===== src/rtl/counter_ctrl.sv =====
// counter_ctrl: two-requester round-robin controller that steps a counter toward a latched target.
// Optional macro COUNTER_CTRL_SHORTEST_PATH_EN selects wrap-aware (shortest path) direction choice.
module counter_ctrl #(
  parameter int unsigned WIDTH    = 8,
  parameter int unsigned STEP_DIV = 1
) (
  input  logic             clk,
  input  logic             rst,
  input  logic             req0_valid,
  input  logic [WIDTH-1:0] req0_target,
  output logic             req0_ready,
  input  logic             req1_valid,
  input  logic [WIDTH-1:0] req1_target,
  output logic             req1_ready,
  input  logic             abort,
  output logic [WIDTH-1:0] counter_out,
  output logic             cnt_enable,
  output logic             cnt_direction,
  output logic             busy,
  output logic             done,
  output logic             done_id
);

  localparam int unsigned   PW       = (STEP_DIV > 1) ? $clog2(STEP_DIV) : 1;
  localparam logic [PW-1:0] PRE_LAST = PW'(STEP_DIV - 1);

  typedef enum logic [1:0] {
    IDLE = 2'd0,
    LOAD = 2'd1,
    MOVE = 2'd2,
    DONE = 2'd3
  } state_e;

  state_e           state_q, state_d;
  logic [WIDTH-1:0] count_q, count_d;
  logic [WIDTH-1:0] target_q, target_d;
  logic [PW-1:0]    pre_q, pre_d;
  logic             id_q, id_d;
  logic             rr_q, rr_d;
  logic             dir_q, dir_d;
  logic             enable_q, enable_d;
  logic             done_q, done_d;
  logic             done_id_q, done_id_d;
  logic             busy_q, busy_d;

  logic             grant_any_s;
  logic             grant_id_s;
  logic             up_s;
  logic [WIDTH-1:0] step_s;

  // Round-robin pick: rr_q holds the last granted requester, so a tie goes to the other one.
  always_comb begin
    grant_any_s = req0_valid | req1_valid;
    if (req0_valid && req1_valid) begin
      grant_id_s = ~rr_q;
    end else if (req1_valid) begin
      grant_id_s = 1'b1;
    end else begin
      grant_id_s = 1'b0;
    end
  end

  // Ready is gated by rst so it stays low while reset is held.
  assign req0_ready = rst && (state_q == IDLE) && grant_any_s && !grant_id_s;
  assign req1_ready = rst && (state_q == IDLE) && grant_any_s &&  grant_id_s;

`ifdef COUNTER_CTRL_SHORTEST_PATH_EN
  localparam logic [WIDTH:0] HALF = {2'b01, {(WIDTH-1){1'b0}}};
  logic [WIDTH-1:0] diff_s;

  // Forward distance modulo 2^WIDTH; go up when it is at most half the ring.
  always_comb begin
    diff_s = target_q - count_q;
    up_s   = ({1'b0, diff_s} <= HALF);
  end
`else
  // Without wrap-aware choice the move never crosses the 0 / max boundary.
  always_comb begin
    up_s = (target_q > count_q);
  end
`endif

  // Next-state and next-output logic.
  always_comb begin
    state_d   = state_q;
    count_d   = count_q;
    target_d  = target_q;
    pre_d     = pre_q;
    id_d      = id_q;
    rr_d      = rr_q;
    dir_d     = dir_q;
    enable_d  = 1'b0;
    done_d    = 1'b0;
    done_id_d = done_id_q;
    step_s    = dir_q ? (count_q + {{(WIDTH-1){1'b0}}, 1'b1})
                      : (count_q - {{(WIDTH-1){1'b0}}, 1'b1});
    case (state_q)
      IDLE: begin
        if (grant_any_s) begin
          state_d  = LOAD;
          target_d = grant_id_s ? req1_target : req0_target;
          id_d     = grant_id_s;
          rr_d     = grant_id_s;
        end else begin
          state_d = IDLE;
        end
      end
      LOAD: begin
        if (abort) begin
          state_d = IDLE;
        end else if (target_q == count_q) begin
          state_d   = DONE;
          done_d    = 1'b1;
          done_id_d = id_q;
        end else begin
          state_d = MOVE;
          dir_d   = up_s;
          pre_d   = {PW{1'b0}};
        end
      end
      MOVE: begin
        if (abort) begin
          state_d = IDLE;
        end else if (pre_q == PRE_LAST) begin
          pre_d    = {PW{1'b0}};
          count_d  = step_s;
          enable_d = 1'b1;
          if (step_s == target_q) begin
            state_d   = DONE;
            done_d    = 1'b1;
            done_id_d = id_q;
          end else begin
            state_d = MOVE;
          end
        end else begin
          pre_d = pre_q + {{(PW-1){1'b0}}, 1'b1};
        end
      end
      DONE: begin
        state_d = IDLE;
      end
      default: begin
        state_d = IDLE;
      end
    endcase
    busy_d = (state_d != IDLE);
  end

  // State and registered outputs; requester 0 wins the first tie after reset.
  always_ff @(posedge clk or negedge rst) begin
    if (!rst) begin
      state_q   <= IDLE;
      count_q   <= {WIDTH{1'b0}};
      target_q  <= {WIDTH{1'b0}};
      pre_q     <= {PW{1'b0}};
      id_q      <= 1'b0;
      rr_q      <= 1'b1;
      dir_q     <= 1'b0;
      enable_q  <= 1'b0;
      done_q    <= 1'b0;
      done_id_q <= 1'b0;
      busy_q    <= 1'b0;
    end else begin
      state_q   <= state_d;
      count_q   <= count_d;
      target_q  <= target_d;
      pre_q     <= pre_d;
      id_q      <= id_d;
      rr_q      <= rr_d;
      dir_q     <= dir_d;
      enable_q  <= enable_d;
      done_q    <= done_d;
      done_id_q <= done_id_d;
      busy_q    <= busy_d;
    end
  end

  assign counter_out   = count_q;
  assign cnt_enable    = enable_q;
  assign cnt_direction = dir_q;
  assign busy          = busy_q;
  assign done          = done_q;
  assign done_id       = done_id_q;

endmodule


===== config.mk =====
export PLATFORM = sky130hd
export DESIGN_NAME = counter_ctrl
export DESIGN_NICKNAME = d
export VERILOG_FILES = /design/src/rtl/counter_ctrl.sv
export SDC_FILE = /design/constraint.sdc
export NUM_CORES = 1
export LEC_CHECK = 0
export ABC_AREA = 1
export BUFFER_PORTS_ARGS = -buffer_cell sky130_fd_sc_hd__buf_2
export CORE_ASPECT_RATIO = 0.5
export CORE_MARGIN = 3
export CORE_UTILIZATION = 53
export CTS_BUF_LIST = sky130_fd_sc_hd__clkbuf_8
export DETAILED_ROUTE_END_ITERATION = 12
export PLACE_DENSITY_LB_ADDON = 0.1
export SLEW_MARGIN = 20
export SYNTH_ARGS = -nofsm -noshare
export SYNTH_HDL_FRONTEND = slang
export SYNTH_SLANG_ARGS = --single-unit

===== constraint.sdc =====
create_clock -name clk -period 2.36 [get_ports clk]
set_clock_uncertainty 0.1 [all_clocks]
set_input_delay 0.472 -clock clk [delete_from_list [all_inputs] [get_ports clk]]
set_output_delay 0.472 -clock clk [all_outputs]
set_load 0.02 [all_outputs]

==> reports/qor.txt <==
status: finished clean
DRC Markers: 0
metal2 WL: 1.87 mm
Root Driver: clkbuf_8
multiplexer share of the synthesized area: 0%
dpl cells: 331
CTS max path bufs: 2
die area: 4270 um2
CTS sink count: 25
share of post-route cells with drive strength above 1: 24.1%
Pleak: 1.21 nW
number of CTS-inserted buffers: 3
compound-cell area share of the yosys netlist: 11.0%
Mean Syn Cell Area: 7.26 um2
vias in the first global route: 1499
Iteration-0 DRC Markers: 131
initial antenna violation count: 0
vias: 1709
synthesized area: 1840 um2
CTS tree: done
Total Power: 3.67 mW
PwrDens: 1700 nW/um2
syn_nets: 294
VDD IR max: 0.606 mV
Clk Latency, worst-skew pair: 0.28 ns
Worst Path Arrival: 2.38 ns
Core Util, Final: 68.5%
endpoint class of the critical path: flip-flop
Yosys cell types: 24
Synth area leaders: dfrtp_1 (33%), ha_1 (12%), nand2_1 (12%)
H-tree Lvls: 1
Post-Synth XOR/XNOR Area: 0.950%
uppermost layer routed: met3
post-CTS setup buffer count: 0
IO Pins: 36
Area Overhead vs Synth: 17.2%
chip width: 89.4 um
Ant. Diodes: 0
remaining global-route overflow: 0
Cell Rows: 14
WL met3: 309 um
clk slew on worst S/H paths: 0.10 ns
first-pass GRT wire length: 7.06 mm
initial core utilization: 58.5%
flops & latches, synth: 25
DR WL/cell: 13.1 um
drt total wl: 4.40 mm
Max Cap Violations: 0
worst hold slack: 0.132 ns
final hold vios: 0
gr usage total: 22.4%
CORE AREA: 3150 um2
vias per std cell: 5.10
period utilisation layout: 95.6%
Die H: 47.7 um
largest family of logic cells by synthesized area: simple AND/OR/NAND/NOR gates
fin crit period: 2.26 ns
Routed met1 length: 2.22 mm
Mapped Cells: 254
final setup fails: 0
post-detail-place hpwl: 3.56 mm
Max Slew Vio Count: 0
Crit path required time: 2.48 ns
Simple-Gate Fraction of Synth Area: 31.0%
Setup CP Type: reg -> reg
Worst-Margin Slew: 0.599 ns
RSZ-0062 raised after global routing: true
sequential fraction of the synthesis area: 34.0%
gpl congestion: 0.891
Final Instance Count excl. Fillers: 335
Synth Warn #: 0
total iterations of the first detailed-routing run: 4
post-synthesis adder-cell area fraction: 13.3%
f_max: 443 MHz
post-synth top area cell: dfrtp_1
startpoint types: flip-flop
Hold Path Class: in -> async
fin nets: 336
remaining antenna violation count: 0
Synth top area share: 32.6%
Port Buffers: 35
Worst Path Max Fanout: 7
Slew headroom: 59.9%
largest net degree at the start of global routing: 26
cell usage after synthesis:
library cell  number
a21oi_1           10
a21oi_2            1
and2_1             1
buf_6              1
clkbuf_1           1
clkinv_1           1
dfrtp_1           24
dfstp_2            1
fa_1               1
ha_1              18
inv_1             43
nand2_1           57
nand2_2            8
nand3_1           24
nand3_2            5
nor2_1            23
nor2_2             2
nor3_1             3
o21a_1             1
o21ai_0           18
o221ai_1           1
o22ai_1            6
or2_4              2
xor2_1             2
cell usage in the layout, fill, tap and decap left out, drive strengths merged:
| master | netlist | final |
|---|---|---|
| nand3 | 29 | 29 |
| o21ai | 18 | 18 |
| clkinv | 1 | 1 |
| nand2 | 65 | 65 |
| or2 | 2 | 2 |
| inv | 43 | 44 |
| o221ai | 1 | 1 |
| nor2 | 25 | 25 |
| o21a | 1 | 1 |
| buf | 1 | 39 |
| dfstp | 1 | 1 |
| o22ai | 6 | 6 |
| dfrtp | 24 | 24 |
| a21oi | 11 | 11 |
| fa | 1 | 1 |
| clkbuf | 1 | 3 |
| xor2 | 2 | 2 |
| ha | 18 | 18 |
| and2 | 1 | 1 |
| nor3 | 3 | 3 |
layer usage:
| metal | vias to the layer above | global-route usage [%] |
|---|---|---|
| met1 | 773 | 34.1 |
| li1 | 893 | - |
| met2 | 43 | 33.2 |
| met4 | 0 | 2.97 |
| met5 | - | 0 |
| met3 | 0 | 5.15 |
cell families (layout without fill, tap and decap cells):
| group | Yosys count | after routing |
|---|---|---|
| AND/OR/NAND/NOR | 125 | 125 |
| buffers and inverters | 46 | 87 |
| AO/OA/AOI/OAI | 37 | 37 |
| flip-flops | 25 | 25 |
| adder cells (fa/ha/maj) | 19 | 19 |
| XOR/XNOR | 2 | 2 |
power breakdown:
group          total [mW]  leakage, nW  switching, mW  internal [mW]
Combinational        2.56        0.879           1.60          0.964
Clock               0.285       0.0261          0.161          0.124
Sequential          0.818        0.303          0.183          0.634
Total                3.67         1.21           1.94           1.72
worst max-delay path: stages, from the launching register on:
cell and delay (ns):
dfrtp_2 0.47, inv_4 0.13, ha_1 0.32, nand2_2 0.12, inv_1 0.07, a21oi_4 0.19
nand3_1 0.12, nand3_1 0.10, nand2_1 0.06, nor2_2 0.15, nand3_1 0.13, nand2_1 0.10
nand2_1 0.07, nand3_1 0.06
registers in the layout, summed over array words and instances (netlist names):
register       cells
busy               1
cnt_direction      1
cnt_enable         1
counter_out        8
done               1
done_id            1
id_q               1
rr_q               1
state_q            2
target_q           8
what timing repair did:
item | in CTS | in global routing
hold buffers | 0 | 0
endpoints found under the setup margin | 4 | 4
pin swaps | 0 | 1
gates cloned | 0 | 0
hold endpoints to repair | 0 | 0
gates resized for setup | 1 | 10
metrics by stage:
step / TNS [ns] / instance area [um2] / setup WS [ns]
2_1_floorplan: 0 / 1840 / 0.177
3_3_place_gp: -0.132 / 2080 / -0.0481
3_5_place_dp: -0.261 / 2080 / -0.100
4_1_cts: 0 / 2130 / 0.00522
5_1_grt: -0.182 / 2160 / -0.0656
6_report: 0 / 2160 / 0.104
worst paths after layout:
path	endpoint	slack, ns	cells past startpoint	from
setup / recovery	busy	0.10	13	cnt_direction
hold / removal	counter_out[6]	0.13	2	rst
setup reg to reg	busy	0.10	13	cnt_direction
hold reg to reg	rr_q	0.37	2	rr_q
max in group asynchronous	rr_q	1.73	2	rst
min in group clk	target_q[5]	0.35	3	req1_target[5]
area by class of cell:
class	instances	area (um2)
well taps	40	50.0
multi-input cells	183	1060
fillers	279	992
flip-flops and latches	25	628
inverters	44	168
clock inverters	1	8.76
clock buffers	3	41.3
repair buffers	39	205
Note: power is estimated with default switching activity, not from simulation.
